[config.mk]
export PLATFORM = sky130hd
export DESIGN_NAME = sha256_msg_schedule
export DESIGN_NICKNAME = d
export VERILOG_FILES = /design/src/rtl/sha256_msg_schedule.sv
export SDC_FILE = /design/constraint.sdc
export NUM_CORES = 1
export LEC_CHECK = 0
export CAP_MARGIN = 20
export CORE_ASPECT_RATIO = 0.8
export CORE_MARGIN = 2
export CORE_UTILIZATION = 52
export CTS_CLUSTER_SIZE = 40
export DETAILED_ROUTE_END_ITERATION = 16
export GPL_ROUTABILITY_DRIVEN = 0
export GPL_TIMING_DRIVEN = 0
export PLACE_DENSITY = 0.79
export SLEW_MARGIN = 20
export SYNTH_ARGS = -nofsm -noshare
export SYNTH_HDL_FRONTEND = slang
export SYNTH_SLANG_ARGS = --single-unit
[constraint.sdc]
create_clock -name clock -period 9.12 [get_ports clock]
set_input_delay 1.368 -clock clock [delete_from_list [all_inputs] [get_ports clock]]
set_output_delay 1.368 -clock clock [all_outputs]
set_load 0.1 [all_outputs]
[src/rtl/sha256_msg_schedule.sv]
// SHA-256 message schedule expander: one 512-bit block in, W[0..NUM_WORDS-1] out over a valid/ready handshake.
// Define MSG_SCHED_KADD_EN to present W[t]+K[t] on w_out instead of the raw schedule word.
//
// state  | meaning
// -------+------------------------------------------------------------
// S_IDLE | waiting for start; no word presented
// S_RUN  | presenting W[t] from win_q[0]; window slides on each handshake
// S_DONE | one-cycle done pulse after the final handshake
module sha256_msg_schedule #(
    parameter int NUM_WORDS = 64
) (
    input  logic         clock,
    input  logic         reset_n,
    input  logic         start,
    input  logic [511:0] block_in,
    output logic         busy,
    output logic         w_valid,
    input  logic         w_ready,
    output logic [31:0]  w_out,
    output logic [5:0]   w_index,
    output logic         done
);

    typedef enum logic [1:0] {
        S_IDLE,
        S_RUN,
        S_DONE
    } state_t;

    localparam logic [5:0] LAST_T = 6'(NUM_WORDS - 1);

    state_t      state_q;
    logic [31:0] win_q [16];
    logic [5:0]  t_q;
    logic        busy_q;
    logic        w_valid_q;
    logic        done_q;
    logic [31:0] w_next_d;
    logic        hs;

    function automatic logic [31:0] rotr(input logic [31:0] x, input int n);
        return (x >> n) | (x << (32 - n));
    endfunction

    function automatic logic [31:0] sigma0(input logic [31:0] x);
        return rotr(x, 7) ^ rotr(x, 18) ^ (x >> 3);
    endfunction

    function automatic logic [31:0] sigma1(input logic [31:0] x);
        return rotr(x, 17) ^ rotr(x, 19) ^ (x >> 10);
    endfunction

    // win_q[0] is W[t], so the word entering at win_q[15] is W[t+16].
    always_comb begin
        w_next_d = sigma1(win_q[14]) + win_q[9] + sigma0(win_q[1]) + win_q[0];
    end

    assign hs = w_valid_q & w_ready;

    always_ff @(posedge clock) begin
        if (!reset_n) begin
            state_q   <= S_IDLE;
            t_q       <= '0;
            busy_q    <= 1'b0;
            w_valid_q <= 1'b0;
            done_q    <= 1'b0;
            for (int k = 0; k < 16; k++) begin
                win_q[k] <= '0;
            end
        end else begin
            case (state_q)
                S_IDLE: begin
                    if (start) begin
                        for (int k = 0; k < 16; k++) begin
                            win_q[k] <= block_in[511 - 32*k -: 32];
                        end
                        t_q       <= '0;
                        busy_q    <= 1'b1;
                        w_valid_q <= 1'b1;
                        state_q   <= S_RUN;
                    end
                end
                S_RUN: begin
                    if (hs) begin
                        if (t_q == LAST_T) begin
                            w_valid_q <= 1'b0;
                            done_q    <= 1'b1;
                            state_q   <= S_DONE;
                        end else begin
                            for (int k = 0; k < 15; k++) begin
                                win_q[k] <= win_q[k + 1];
                            end
                            win_q[15] <= w_next_d;
                            t_q       <= t_q + 6'd1;
                        end
                    end
                end
                S_DONE: begin
                    done_q  <= 1'b0;
                    busy_q  <= 1'b0;
                    t_q     <= '0;
                    state_q <= S_IDLE;
                end
                default: begin
                    state_q <= S_IDLE;
                end
            endcase
        end
    end

`ifdef MSG_SCHED_KADD_EN
    localparam logic [31:0] K_ROM [64] = '{
        32'h428a2f98, 32'h71374491, 32'hb5c0fbcf, 32'he9b5dba5,
        32'h3956c25b, 32'h59f111f1, 32'h923f82a4, 32'hab1c5ed5,
        32'hd807aa98, 32'h12835b01, 32'h243185be, 32'h550c7dc3,
        32'h72be5d74, 32'h80deb1fe, 32'h9bdc06a7, 32'hc19bf174,
        32'he49b69c1, 32'hefbe4786, 32'h0fc19dc6, 32'h240ca1cc,
        32'h2de92c6f, 32'h4a7484aa, 32'h5cb0a9dc, 32'h76f988da,
        32'h983e5152, 32'ha831c66d, 32'hb00327c8, 32'hbf597fc7,
        32'hc6e00bf3, 32'hd5a79147, 32'h06ca6351, 32'h14292967,
        32'h27b70a85, 32'h2e1b2138, 32'h4d2c6dfc, 32'h53380d13,
        32'h650a7354, 32'h766a0abb, 32'h81c2c92e, 32'h92722c85,
        32'ha2bfe8a1, 32'ha81a664b, 32'hc24b8b70, 32'hc76c51a3,
        32'hd192e819, 32'hd6990624, 32'hf40e3585, 32'h106aa070,
        32'h19a4c116, 32'h1e376c08, 32'h2748774c, 32'h34b0bcb5,
        32'h391c0cb3, 32'h4ed8aa4a, 32'h5b9cca4f, 32'h682e6ff3,
        32'h748f82ee, 32'h78a5636f, 32'h84c87814, 32'h8cc70208,
        32'h90befffa, 32'ha4506ceb, 32'hbef9a3f7, 32'hc67178f2
    };

    // The window keeps raw W; the round constant is folded in only on the way out.
    assign w_out = w_valid_q ? (win_q[0] + K_ROM[t_q]) : 32'h0;
`else
    assign w_out = w_valid_q ? win_q[0] : 32'h0;
`endif

    assign busy    = busy_q;
    assign w_valid = w_valid_q;
    assign w_index = t_q;
    assign done    = done_q;

endmodule
==> results.yml <==
outcome:
  status: "finished clean"
clock_network:
  clkLatencyLatePin_ns: 0.62
  htreeDepth: 2
  cts_inserted_buffers: 51
  cts_resized: 0
  cts_sinks: 523
  cts-root-buf: "clkbuf_16"
  post_cts_buffers: 0
  hold_buffers: 0
  cts_tree: "yes"
  clock_path_buffers: 3
  clkTransAtPathRegs_ns: 0.07
finish:
  n_fill_cell: 3258
  area_growth_pct: 32.2
  drive_gt1_frac: 0.0418
  final_nets: 3083
setup_path:
  crit_buf_inv: 3
  cp_slowest_cell: "o311ai_0"
  arrival_ns: 5.48
  crit_path_max_incr_delay_ns: 0.70
  worstSetupEndpointType: "flip-flop"
  crit_type: "reg2reg"
  path_cells: "xnor2_1 -> xnor2_1 -> fa_1 -> inv_1 -> fa_1 -> inv_1 -> ha_1 -> inv_1 -> fa_1 -> nand2b_1 -> a211o_1 -> a21oi_1 -> o21a_1 -> o21ai_0 -> o311ai_0"
  path_max_fanout: 4
  start_kind: "flip-flop"
  cp_top_family: "compound AO/OA/AOI/OAI gates"
  worstPathRequired_ns: 9.43
route:
  drt_iter0_markers: 2812
  dr.pass1.iters: 8
  drt_wl_total_um: 91600
  viasPerCell: 6.23
  vias: 19640
  wire_per_inst_um: 29.1
  route.antenna.remaining_nets: 0
  drc: 0
sta:
  worst_pin_slew_ns: 1.18
  final-hold-violation-count: 0
  period_minus_slack_ns: 5.17
  fin_crit_sh: 0.567
  rsz0062_at_grt: "false"
  final-setup-viol-count: 0
  drv_slew: 0
  finalClockSkew_ns: 0.0328
  fmax_ghz: 0.193
  fin_hold_ws_ns: 0.515
  max-slew-margin-rel: 0.215
logic_synthesis:
  async_flop_share: 0
  ys_types: 59
  yosys-top-cells-count: "512 x edfxtp_1, 455 x a22o_1, 148 x inv_1"
  syn_nets: 2466
  yosys_warnings: 0
  ys_seq_elements: 523
  synth_most_common_cell: "edfxtp_1"
  yosysTopAreaCell: "edfxtp_1"
  synthTopCellsByArea: "edfxtp_1 60%, a22o_1 16%, fa_1 4.8%, xnor2_1 4.1%, inv_1 2.2%"
  ys_seq_area_frac: 0.609
  synth_cells: 1856
  synth_edf_count: 512
  synth.top_cell.area_share: 0.601
  synth_flop_cell: "edfxtp_1"
  syn_area_sq_um: 25600
  syn_area_per_cell_sq_um: 13.8
die:
  row_count: 72
  die_x_um: 252
  coreArea_sq_um: 48500
  dieArea_sq_um: 51000
  io_pins: 557
  dieHeight_um: 202
  initial_utilization: 0.528
global_routing:
  grt-ovfl-total: 0
  grt_max_degree: 60
  grt_use_total: 0.356
  grt_pass1_vias: 19642
  grt_pass1_wl_um: 130000
  antenna_found_initial: 19
place:
  io_buffers: 556
  place_hpwl_um: 71500
power_and_ir_drop:
  powerDensity_nw_per_um2: 236
  peakVddDrop_mv: 0.193
  p_total_mw: 7.99
  p_leak_nw: 13.1
flow_run:
  drv_cap: 0
worst_hold_path:
  hp-class: "reg2reg"
==> layout by cell type (no fill, tap or decap), types with 30 or more instances in the layout <==
cell type,instances
ha_1,32
nand2_1,70
a21oi_1,33
xnor2_1,119
and2_1,34
fa_1,62
a22o_1,455
edfxtp_1,512
nor2_1,30
clkdlybuf4s50_1,555
o21ai_0,63
inv_1,148
clkbuf_1,114
clkbuf_16,52
==> cell type report <==
type	count	area (sq um)	area share
timing repair buffer	564	5770	0.170
multi-input combinational	1058	8960	0.265
inverter	148	556	0.0164
buffer	127	517	0.0153
antenna	12	30.0	0.000888
tap	629	787	0.0233
sequential	523	15600	0.461
clock buffer	62	1340	0.0396
clock inverter	30	285	0.00843
==> sequential cells by signal, indices dropped and copies added, names as in the netlist <==
register	flops
w_valid	1
win_q	512
busy	1
done	1
w_index	6
state_q	2
==> per-stage QoR <==
stage | instance area, sq um | setup TNS, ns | std cells | worst slack [ns] | util
3_3_place_gp | 32000 | -461.12 | 3041 | -1.65 | 0.659
2_1_floorplan | 25600 | 0 | 1856 | 1.18 | -
5_1_grt | 33800 | 0 | 3149 | 3.88 | 0.698
6_report | 33800 | 0 | 3153 | 3.95 | 0.698
3_5_place_dp | 32200 | 0 | 3049 | 4.05 | 0.664
4_1_cts | 33800 | 0 | 3141 | 4.15 | 0.698
==> worst paths after layout <==
check / from / cells past startpoint / slack [ns] / end
min reg2reg: win_q[0][161] / 1 / 0.51 / win_q[0][129]
min: win_q[0][161] / 1 / 0.51 / win_q[0][129]
max: win_q[0][36] / 15 / 3.95 / win_q[0][507]
max reg2reg: win_q[0][36] / 15 / 3.95 / win_q[0][507]
==> power by group <==
| part | switching, mW | leakage [nW] | total, mW | internal (mW) |
|---|---|---|---|---|
| Combinational | 1.75 | 6.67 | 2.85 | 1.10 |
| Clock | 0.966 | 0.795 | 2.11 | 1.14 |
| Sequential | 0.150 | 5.60 | 3.03 | 2.88 |
| Total | 2.87 | 13.1 | 7.99 | 5.12 |
==> cells by family after synthesis <==
| group | count (synthesis) | share of synthesized area |
|---|---|---|
| muxes | 6 | 0.00239 |
| AOI/OAI and AO/OA | 617 | 0.195 |
| xor gates and xnor gates | 144 | 0.0493 |
| and+or+nand+nor | 197 | 0.0384 |
| buffers and inverters | 275 | 0.0419 |
| adders and majority gates | 94 | 0.0641 |
| DFF | 523 | 0.609 |
==> worst reg2reg max path: stages (launching register included) <==
cell,delay [ns]
edfxtp_1,0.53
xnor2_1,0.19
xnor2_1,0.36
fa_1,0.50
inv_1,0.09
fa_1,0.41
inv_1,0.08
ha_1,0.20
inv_1,0.08
fa_1,0.43
nand2b_1,0.23
a211o_1,0.35
a21oi_1,0.31
o21a_1,0.27
o21ai_0,0.14
o311ai_0,0.70
==> layer usage <==
| metal | track usage | vias up | routed length (um) |
|---|---|---|---|
| li1 | - | 8361 | - |
| met1 | 0.470 | 9641 | 34300 |
| met2 | 0.544 | 1369 | 41000 |
| met3 | 0.112 | 253 | 11700 |
| met4 | 0.158 | 16 | 4540 |
| met5 | 0 | - | 102 |
Power figures use the tool's default switching activity.
